$ cat src/rtl/mnist_pkg.sv
// Shared constants, pixel type, feeder state encoding and quantizer for the
// MNIST front end.
package mnist_pkg;

    localparam int IMG_W = 28;
    localparam int OUT_W = IMG_W / 2;
    localparam int NPIX  = OUT_W * OUT_W;

    typedef logic [1:0] pix2_t;

    typedef enum logic [1:0] {
        FILL   = 2'd0,
        WAIT   = 2'd1,
        START  = 2'd2,
        STREAM = 2'd3
    } state_e;

    // Sum of four 8-bit pixels -> mean[7:6]; the top two sum bits are exactly that.
    function automatic pix2_t quantize(input logic [9:0] sum);
        return sum[9:8];
    endfunction

endpackage

$ cat src/rtl/mnist_frame_buf.sv
// Pooled-frame store: one synchronous write port, one asynchronous read port.
module mnist_frame_buf
    import mnist_pkg::*;
#(
    parameter int DEPTH = mnist_pkg::NPIX
) (
    input  logic                     clk,
    input  logic                     wr_en,
    input  logic [$clog2(DEPTH)-1:0] wr_addr,
    input  pix2_t                    wr_data,
    input  logic [$clog2(DEPTH)-1:0] rd_addr,
    output pix2_t                    rd_data
);

    pix2_t mem_r [DEPTH];

    // Write port, used only while filling.
    always_ff @(posedge clk) begin
        if (wr_en) begin
            mem_r[wr_addr] <= wr_data;
        end
    end

    assign rd_data = mem_r[rd_addr];

endmodule

$ cat src/rtl/mnist_pool_feeder.sv
// Accepts a raster image, 2x2 average-pools and quantizes it into a frame
// store, then hands the frame to mnist_top with a start pulse.
module mnist_pool_feeder #(
    parameter int IMG_W = mnist_pkg::IMG_W
) (
    input  logic       clk,
    input  logic       rst,
    input  logic       in_valid,
    output logic       in_ready,
    input  logic [7:0] in_pixel,
    input  logic       mnist_busy,
    output logic       start,
    output logic [1:0] pixel_out,
    output logic       frame_loaded
);
    import mnist_pkg::*;

    localparam int OUT_W = IMG_W / 2;
    localparam int NPIX  = OUT_W * OUT_W;
    localparam int RW    = $clog2(IMG_W);
    localparam int KW    = $clog2(NPIX);
    localparam logic [RW-1:0] LAST_IDX = RW'(IMG_W - 1);
    localparam logic [KW-1:0] LAST_K   = KW'(NPIX - 1);

    state_e          state_r, state_nx_s;
    logic [RW-1:0]   row_r, row_nx_s, col_r, col_nx_s;
    logic [KW-1:0]   k_r, k_nx_s;
    logic [7:0]      prev_r;
    logic [8:0]      linebuf_r [OUT_W];
    logic            start_r, frame_loaded_r;
    pix2_t           pixel_out_r, rd_data_s;
    logic            xfer_s, wr_en_s;
    logic [9:0]      sum_s;
    logic [KW-1:0]   wr_addr_s;
    logic [RW-2:0]   half_col_s;

    assign in_ready     = (state_r == FILL) && !rst;
    assign xfer_s       = in_valid && in_ready;
    assign start        = start_r;
    assign pixel_out    = pixel_out_r;
    assign frame_loaded = frame_loaded_r;

    assign half_col_s = col_r[RW-1:1];
    assign sum_s      = {1'b0, linebuf_r[half_col_s]} + {2'b00, prev_r} + {2'b00, in_pixel};
    assign wr_en_s    = xfer_s && row_r[0] && col_r[0];
    assign wr_addr_s  = KW'(row_r[RW-1:1]) * KW'(OUT_W) + KW'(half_col_s);

    // State, counters and registered outputs.
    always_ff @(posedge clk or posedge rst) begin
        if (rst) begin
            state_r        <= FILL;
            row_r          <= '0;
            col_r          <= '0;
            k_r            <= '0;
            start_r        <= 1'b0;
            frame_loaded_r <= 1'b0;
            pixel_out_r    <= 2'd0;
        end else begin
            state_r        <= state_nx_s;
            row_r          <= row_nx_s;
            col_r          <= col_nx_s;
            k_r            <= k_nx_s;
            start_r        <= (state_nx_s == START);
            frame_loaded_r <= (state_nx_s != FILL);
            pixel_out_r    <= (state_nx_s == STREAM) ? rd_data_s : 2'd0;
        end
    end

    // Horizontal pair sums from even rows wait in linebuf for the odd row below.
    always_ff @(posedge clk) begin
        if (xfer_s) begin
            if (!col_r[0]) begin
                prev_r <= in_pixel;
            end
            if (!row_r[0] && col_r[0]) begin
                linebuf_r[half_col_s] <= {1'b0, prev_r} + {1'b0, in_pixel};
            end
        end
    end

    // Next-state and counter decode.
    always_comb begin
        state_nx_s = state_r;
        row_nx_s   = row_r;
        col_nx_s   = col_r;
        k_nx_s     = k_r;
        case (state_r)
            FILL: begin
                if (xfer_s) begin
                    if (col_r == LAST_IDX) begin
                        col_nx_s = '0;
                        if (row_r == LAST_IDX) begin
                            row_nx_s   = '0;
                            state_nx_s = WAIT;
                        end else begin
                            row_nx_s = row_r + RW'(1);
                        end
                    end else begin
                        col_nx_s = col_r + RW'(1);
                    end
                end else begin
                    state_nx_s = FILL;
                end
            end
            WAIT: begin
                if (!mnist_busy) begin
                    state_nx_s = START;
                end else begin
                    state_nx_s = WAIT;
                end
            end
            START: begin
                state_nx_s = STREAM;
                k_nx_s     = '0;
            end
            STREAM: begin
                if (k_r == LAST_K) begin
                    state_nx_s = FILL;
                    k_nx_s     = '0;
                    row_nx_s   = '0;
                    col_nx_s   = '0;
                end else begin
                    k_nx_s = k_r + KW'(1);
                end
            end
            default: begin
                state_nx_s = FILL;
            end
        endcase
    end

    mnist_frame_buf #(
        .DEPTH (NPIX)
    ) u_frame_buf (
        .clk     (clk),
        .wr_en   (wr_en_s),
        .wr_addr (wr_addr_s),
        .wr_data (quantize(sum_s)),
        .rd_addr (k_nx_s),
        .rd_data (rd_data_s)
    );

endmodule

$ cat config.mk
export PLATFORM = sky130hd
export DESIGN_NAME = mnist_pool_feeder
export DESIGN_NICKNAME = d
export VERILOG_FILES = /design/src/rtl/mnist_pkg.sv /design/src/rtl/mnist_frame_buf.sv /design/src/rtl/mnist_pool_feeder.sv
export SDC_FILE = /design/constraint.sdc
export NUM_CORES = 1
export LEC_CHECK = 0
export CAP_MARGIN = 20
export CORE_MARGIN = 10
export CORE_UTILIZATION = 50
export CTS_CLUSTER_DIAMETER = 40
export DETAILED_ROUTE_END_ITERATION = 10
export GPL_TIMING_DRIVEN = 1
export PLACE_DENSITY_LB_ADDON = 0.08
export SETUP_SLACK_MARGIN = 0.4
export SLEW_MARGIN = 20
export SYNTH_ARGS = -nofsm -noshare
export SYNTH_HDL_FRONTEND = slang
export SYNTH_SLANG_ARGS = --single-unit
$ cat constraint.sdc
create_clock -name clk -period 9.55 [get_ports clk]
set_clock_uncertainty 0.05 [all_clocks]
set_input_delay 2.3875 -clock clk [delete_from_list [all_inputs] [get_ports clk]]
set_output_delay 2.3875 -clock clk [all_outputs]
set_load 0.005 [all_outputs]
After elaboration in Yosys (flattened, before gate mapping):

Memory sizes are Yosys's and may differ from the RTL's.
Index checks and enable logic that the tools add are counted.

* bits in registers: 32
* bits in writable memories: 518
* bits of input ports: 12
* output and inout port bits: 5
* word-level logic and storage cells: 65
* memories: 2

Memory list
* u_frame_buf.mem_r: depth 196, bits a word 2, read ports 1, clocked after Yosys merged registers in 0, wr ports 1, RTL line mnist_frame_buf.sv:15 `pix2_t mem_r [DEPTH];`
* linebuf_r: depth 14, bits a word 9, read ports 1, clocked after Yosys merged registers in 0, wr ports 1, RTL line mnist_pool_feeder.sv:29 `logic [8:0] linebuf_r [OUT_W];`

* add/subtract/negate cells: 7
* multipliers: 1
* eq/ne operators: 11
* mux-type cells: 22
* bitwise operators: 1
* reduce and logical (&&, ||, !) cells: 13

Operators by type and width (count)
* 5-bit 2-to-1 mux: 6
* 5-bit case mux with 2 select lines: 2
* 8-bit case mux with 2 select lines: 1
* 2-bit 2-to-1 mux: 6
* 10-bit by 8-bit adder with 10-bit output: 1
* 5-bit by 1-bit adder with 5-bit output, second input constant: 2
* 9-bit by 8-bit adder with 10-bit output: 1
* 5-bit equality test, second input constant: 2
* 8-bit by 8-bit adder with 9-bit output: 1
* 8-bit by 1-bit adder with 8-bit output, second input constant: 1
* 8-bit by 4-bit adder with 8-bit output: 1
* 2-bit equality test, second input constant: 4
* 8-bit equality test, second input constant: 1
* 8-bit 2-to-1 mux: 1
* 2-bit case mux with 4 select lines: 1
* 4-bit by 3-bit multiplier with 7-bit output, second input constant: 1
* 1-bit logical AND: 5
* 1-bit 2-to-1 mux: 5
* 2-bit != test, second input constant: 2
* 4-bit AND reduction: 1
* 2-bit nonzero test: 2
* 3-bit AND reduction: 1
* 2-bit by 1-bit equality test with 1-bit output, second input constant: 1
* 1-bit zero test: 2
* 4 further kinds: 4

Logic depth before layout (Yosys ltp):

Gate-level depths: netlist of the first run.

* depth in word-level cells: 7
* depth in mapped cells: 16

Hierarchy:

From an unflattened synthesis of the first run, not the netlist that was laid out.

* cell total of the unflattened synthesis: 1403
* area, all modules: 23615.1 sq um

Modules (own cells, without submodules)
* mnist_frame_buf: times used 1, cells each 928, area an instance 16179.3 sq um
* mnist_pool_feeder: times used 1, cells each 475, area an instance 7435.9 sq um

Worst setup path after synthesis of the first run:

OpenSTA, ideal clock, no wires.

* path kind: register to register
* start point: register col_r[1]
* end point: memory u_frame_buf.mem_r[0][0] (netlist name), data pin
* library setup time: 1.216 ns
* data arrival time: 9.004 ns
* data required time: 8.284 ns
* slack: -0.720 ns
* cell stages (with the launch flop): 14
* buffers on the path: 3
* cells stage by stage: dfrtp_1 > clkbuf_1 > buf_1 > buf_1 > mux4_2 > mux4_2 > fa_1 > ha_1 > nand2_1 > o21bai_1 > a21o_1 > a21oi_1 > o21ai_0 > xor2_1

* cells in the longest elaborated chain, start to end: 3

Ends and longest elaborated chain
* from (decl): RTL line mnist_pool_feeder.sv:26 `logic [RW-1:0] row_r, row_nx_s, col_r, col_nx_s;`
* from (signal assigned): RTL line mnist_pool_feeder.sv:61 `col_r <= col_nx_s;`
* memory 14 x 9 bit
* 9-bit by 8-bit adder with 10-bit output: RTL line mnist_pool_feeder.sv:44 `assign sum_s = {1'b0, linebuf_r[half_col_s]} + {2'b00, prev_r} + {2'b00, in_pixel};`
* 10-bit by 8-bit adder with 10-bit output: RTL line mnist_pool_feeder.sv:44
* net sum_s[8]: RTL line mnist_pool_feeder.sv:33 `logic [9:0] sum_s;`
* to (decl): RTL line mnist_frame_buf.sv:15

The timed path passes the listed nets, and every way through them passes these cells.

Final worst setup path of the first run:

* start point: input port rst
* end point: output port in_ready

* cells in the longest elaborated chain, start to end: 2

Ends and longest elaborated chain
* from (decl): RTL line mnist_pool_feeder.sv:7 `input logic rst,`
* 1-bit zero test (no source line)
* 1-bit logical AND: RTL line mnist_pool_feeder.sv:37 `assign in_ready = (state_r == FILL) && !rst;`
* to (decl): RTL line mnist_pool_feeder.sv:9 `output logic in_ready,`

Every way passes these cells.

==> results.yml, run 1 <==
outcome:
  outcome: "complete, no violations"
timing:
  min_period_over_period_pct: 64.0
  fin_tns_setup_ps: 0
  max_freq_mhz: 164
  grt_setup_unrepaired: "no"
  max_slew.worst_pin.slew_ps: 1110
  slew_viol_final: 0
  hold_viol: 0
  worst_slack_ps: 3440
  slew_headroom_pct: 25.6
  finalSetupViolations: 0
  period_needed_ps: 6110
global_route:
  grt_start_max_net_pins: 197
  antenna_found_initial: 0
  grt_pass1_vias: 14300
  grt_overflow: 0
  grtUsageTotal_pct: 21.9
  grt_pass1_wl_mm: 92.2
min_path:
  min_path_cells: 2
  hold_class: "flip-flop to flip-flop"
  holdPathEnd: "row_r[1]"
  min-delay-start: "row_r[1]"
clock_tree:
  path_clk_slew_ps: 50
  post_cts_resized: 0
  cts_tree: "built"
  post_cts_buffers: 0
  insertion_delay_ps: 610
  ctsHoldBuffers: 0
  cts_buffer_depth: 3
  root_buffer: "clkbuf_16"
  ctsHtreeMaxLevel: 3
  cts_buffers: 76
  cts_sinks: 550
floorplanning:
  die_x_um: 238
  core_area_um2: 46800
  die_h_um: 238
  start_util_pct: 50.7
  die-area_um2: 56500
  num_rows: 79
  num_io_pins: 17
logic_synthesis:
  synthFlopType: "edfxtp_1"
  syn_area_per_cell_um2: 14.6
  ys_seq_area_share_pct: 69.2
  synth_edf_count: 526
  synth_seq_cells: 550
  synth_area_um2: 23700
  synth_cell_types: 70
  synthesis.nets: 1680
  syn_inst: 1626
  yosys_warnings: 0
  async_flop_share_pct: 4.36
final_layout:
  area_growth_pct: 14.2
  fin_nets: 1703
  fin_cells: 2317
  layout_common_cells: "edfxtp_1 (526), nor2_1 (250), nand2_1 (200)"
  diodes: 0
  drive_above_1_share_pct: 16.0
  layout_commonest_cell: "edfxtp_1"
  fill_cells: 3675
pwr:
  p_per_area_nw_per_um2: 216
  p_leak_uw: 0.00883
  ir_worst_vdd_mv: 0.150
setup_path:
  crit_fanout: 3
  rr_worst_depth: 9
  timing.rr.end: "u_frame_buf.mem_r[143][1]"
  worst-setup-path-type: "input pin to output pin"
  start_kind: "input pin"
  endpoint_kind: "output pin"
  path_buf_inv: 2
  r2r_setup_slack_ps: 3820
  r2r_start: "col_r[1]"
  critPathTopFamily: "buffers and inverters"
  arrival_ps: 3670
  crit_chain: "clkdlybuf4s50_1, nor3_1, clkdlybuf4s50_1"
  slowest_stage: "clkdlybuf4s50_1"
  crit_top_cell: "clkdlybuf4s50_1"
  slowest_delay_ps: 570
  critPathRequiredTime_ps: 7110
place:
  finalWeightedCongestion: 0.865
  place_inst: 2177
  io_buffers: 16
  hpwl_mm: 36.9
  dp_worst_setup_slack_ps: 2970
routing:
  drc: 0
  detail-route-antenna-nets: 0
  num_vias: 14300
  drt-pass1-iter-count: 5
  viasPerCell: 6.15
  initialDrtViolationCount: 1648
  wl_mm: 61.6
  wl_per_cell_um: 26.6
job:
  drv_cap: 0
[report_power, final]
part           switching (µW)  internal, µW
clock network            1110          1740
logic                     204          53.3
registers                6.83          2740
total                    1320          4530
[logic make-up (layout without fill, tap and decap cells)]
kind of cell | after synthesis | count (layout) | synth area share (%)
xor gates and xnor gates | 18 | 18 | 0.665
DFF | 550 | 550 | 69.2
and+or+nand+nor | 575 | 575 | 10.2
AOI/OAI and AO/OA | 206 | 206 | 5.96
buffers and inverters | 127 | 211 | 2.57
adders and majority gates | 42 | 42 | 2.63
muxes | 108 | 108 | 8.74
[per-stage QoR]
stage               utilization, %  hold slack, ps  area (µm²)  power [µW]
detailed placement            52.2             593       24400        3060
CTS                           57.7             603       27000        5890
floorplan                        -             504       23700        2960
finish                        57.9             619       27100        5850
global route                  57.9             645       27100        6020
global placement              52.2             563       24400        3050
[synthesized netlist by cell type (8+ instances only)]
master    count  area share, %
nor3_1       16           0.34
nand3_1      40           0.84
a21oi_1      48            1.0
a221oi_1     12           0.44
nand4_1       9           0.24
clkbuf_1     58           0.92
a22oi_1      18           0.57
a21o_1        8           0.25
xnor2_1      11           0.41
buf_2        21           0.44
ha_1         29            1.5
edfxtp_1    526             67
mux2_2       12           0.57
a31oi_1      14           0.37
a32oi_1      15           0.55
a211oi_1     19           0.60
o21ai_0      25           0.53
nand2_1     200            3.2
nor2_1      252            4.0
mux4_2       78            7.4
fa_1         13            1.1
mux2i_1      18           0.76
dfrtp_1      24            2.5
and3_1       20           0.53
inv_1        23           0.36
[final cells by class]
cell class | instances | area (µm²) | area share (%)
multi-input combinational | 949 | 6790 | 25.1
tap | 607 | 759 | 2.81
timing repair buffer | 45 | 418 | 1.54
sequential | 550 | 16400 | 60.6
inverter | 27 | 104 | 0.384
clock inverter | 57 | 659 | 2.44
clock buffer | 82 | 1920 | 7.11
[per-layer routing]
metal	wire length, µm	up-vias	global-route usage, %
met2	29700	556	35.3
met5	0	-	0
met1	25300	7309	28.9
met4	2320	0	8.86
met3	4300	148	4.26
li1	-	6238	-
[flip-flops by register name, summed over array words and instances, names as in the netlist]
| name | flops |
|---|---|
| u_frame_buf.mem_r | 392 |
| linebuf_r | 126 |
| k_r | 8 |
| prev_r | 8 |
| col_r | 5 |
| row_r | 5 |
| pixel_out | 2 |
| state_r | 2 |
| frame_loaded | 1 |
| start | 1 |
[worst max path at each step]
| stage | from | to | slack, ps | depth (start not counted) |
|---|---|---|---|---|
| after CTS | rst | in_ready | 3440 | 3 |
| after global placement | in_pixel[2] | u_frame_buf.mem_r[62][1] | 2960 | 10 |
| final | rst | in_ready | 3440 | 3 |
| after floorplan | col_r[1] | u_frame_buf.mem_r[0][0] | 1640 | 13 |
| after global routing | rst | in_ready | 3370 | 3 |
| after detailed placement | in_pixel[2] | u_frame_buf.mem_r[188][1] | 2970 | 10 |
[worst reg2reg max path: cells and delay by family, from the launching register on]
kind / cells / cell delay [ps]
and+or+nand+nor: 1 / 70
DFF: 1 / 860
muxes: 2 / 1090
buffers and inverters: 2 / 1110
AOI/OAI and AO/OA: 2 / 1470
adders and majority gates: 2 / 770
Power figures use the tool's default switching activity.
==> inputs of run 2 (changes only) <==
Clock period 9.55 ns to 5.38 ns, I/O delays scaled along.
==> run 2 against run 1 <==
Effect of this change:
- sequential share of layout area shrank 0.62 points
- core utilization grew 0.60 points
- clock power grew 76%
- cell area grew 1.0%
- highest routed layer unchanged
- setup slack lost 2600 ps
- cell count grew 1.6%
- die area is the same
- count of clock-buffer cells in the layout grew 15
- critical path depth grew 6
- largest power group unchanged
- register-to-register slack lost 3000 ps
- first-iteration DRC count grew 4.6%
- via count grew 1.7%
==> results.yml, run 2 (synthesis gave the netlist of run 1 again) <==
timing:
  slew_viol_final: 0
  fin_tns_setup_ps: 0
  grt_setup_unrepaired: "no"
  max_freq_mhz: 218
  worst_slack_ps: 792
  slew_headroom_pct: 24.4
  min_period_over_period_pct: 85.3
  period_needed_ps: 4590
  max_slew.worst_pin.slew_ps: 1130
  hold_viol: 0
  finalSetupViolations: 0
routing:
  detail-route-antenna-nets: 0
  wl_per_cell_um: 26.9
  viasPerCell: 6.16
  drc: 0
  wl_mm: 63.3
  initialDrtViolationCount: 1723
  num_vias: 14500
  drt-pass1-iter-count: 9
setup_path:
  crit_chain: "buf_4, mux4_2, mux4_2, fa_1, ha_1, nand3_1, o21ai_2, xor2_4, buf_12"
  critPathTopFamily: "multiplexers"
  start_kind: "flip-flop"
  endpoint_kind: "flip-flop"
  crit_fanout: 140
  slowest_stage: "dfrtp_2"
  slowest_delay_ps: 710
  path_buf_inv: 2
  critPathRequiredTime_ps: 5650
  worst-setup-path-type: "flip-flop to flip-flop"
  crit_top_cell: "mux4_2"
  arrival_ps: 4850
outcome:
  outcome: "complete, no violations"
clock_tree:
  ctsHtreeMaxLevel: 3
  post_cts_buffers: 0
  cts_buffers: 79
  cts_sinks: 550
  ctsHoldBuffers: 0
  cts_tree: "built"
  root_buffer: "clkbuf_16"
  insertion_delay_ps: 620
  path_clk_slew_ps: 50
  cts_buffer_depth: 3
  post_cts_resized: 0
global_route:
  grt_overflow: 0
  grt_start_max_net_pins: 141
  grt_pass1_vias: 14600
  grtUsageTotal_pct: 22.6
  grt_pass1_wl_mm: 95.0
  antenna_found_initial: 0
place:
  dp_worst_setup_slack_ps: 813
  place_inst: 2206
  io_buffers: 16
  hpwl_mm: 39.1
  finalWeightedCongestion: 0.925
pwr:
  p_leak_uw: 0.00897
  p_per_area_nw_per_um2: 380
  ir_worst_vdd_mv: 0.324
min_path:
  hold_class: "flip-flop to flip-flop"
final_layout:
  area_growth_pct: 15.4
  drive_above_1_share_pct: 17.0
  fill_cells: 3650
  layout_commonest_cell: "edfxtp_1"
  largest_register_ffs: 392
  largest-register: "u_frame_buf.mem_r"
  reg_top3: "u_frame_buf.mem_r (392), linebuf_r (126)"
  multi_input_area_um2: 6760
  fin_nets: 1735
  seq_area_um2: 16400
  layout_common_cells: "edfxtp_1 (526), nor2_1 (252), nand2_1 (200)"
  fin_cells: 2354
floorplanning:
  die_h_um: 238
  start_util_pct: 50.7
  die_x_um: 238
  core_area_um2: 46800
  die-area_um2: 56500
  num_io_pins: 17
  num_rows: 79
job:
  drv_cap: 0
==> run 2: worst min-delay path: stages (launching register included) <==
cell and delay (ps):
dfrtp_1 470, nand2_1 70, o21ai_0 70
==> run 2: path summary, 6_finish.rpt <==
check                         start                   endpoint  slack, ps  cells past startpoint
max                        col_r[1]  u_frame_buf.mem_r[164][0]        790                      9
min                        row_r[1]                   row_r[1]        600                      2
max reg2reg                col_r[1]  u_frame_buf.mem_r[164][0]        790                      9
min reg2reg                row_r[1]                   row_r[1]        600                      2
max in group asynchronous       rst                   col_r[1]       3860                      3
min in group asynchronous       rst                   col_r[4]       1110                      3
==> run 2: area by class of cell <==
type                    count  share of cell area, %
inverters                  27                  0.380
multi-input cells         949                   24.7
clock buffers              97                   7.63
flip-flops and latches    550                   60.0
well taps                 607                   2.78
diodes                      1                0.00915
clock inverters            49                   1.84
repair buffers             74                   2.63
==> run 2: metal layers <==
metal | global-route usage [%] | up-vias | wire, µm
li1 | - | 6319 | -
met1 | 29.4 | 7407 | 25500
met4 | 8.20 | 0 | 2330
met2 | 37.2 | 627 | 30700
met3 | 4.65 | 145 | 4750
met5 | 0 | - | 0
==> run 2: power by group <==
group,switching [µW],internal (µW)
logic,369,119
clock network,1960,3050
registers,9.86,4870
total,2340,8040
==> run 2: per-stage QoR <==
stage	area (µm²)	utilization (%)	hold WS, ps	power [µW]
final	27300	58.5	600	10400
after global routing	27300	58.5	661	10700
after CTS	27300	58.4	611	10400
after detailed placement	24700	52.9	588	5450
after global placement	24700	52.9	605	5440
after floorplan	23800	-	504	5260
==> inputs of run 3 (changes only) <==
Settings changed: SKIP_LAST_GASP set to 1.
==> results of run 3 <==
The final DEF is identical to that of run 2; final timing and power are the same.
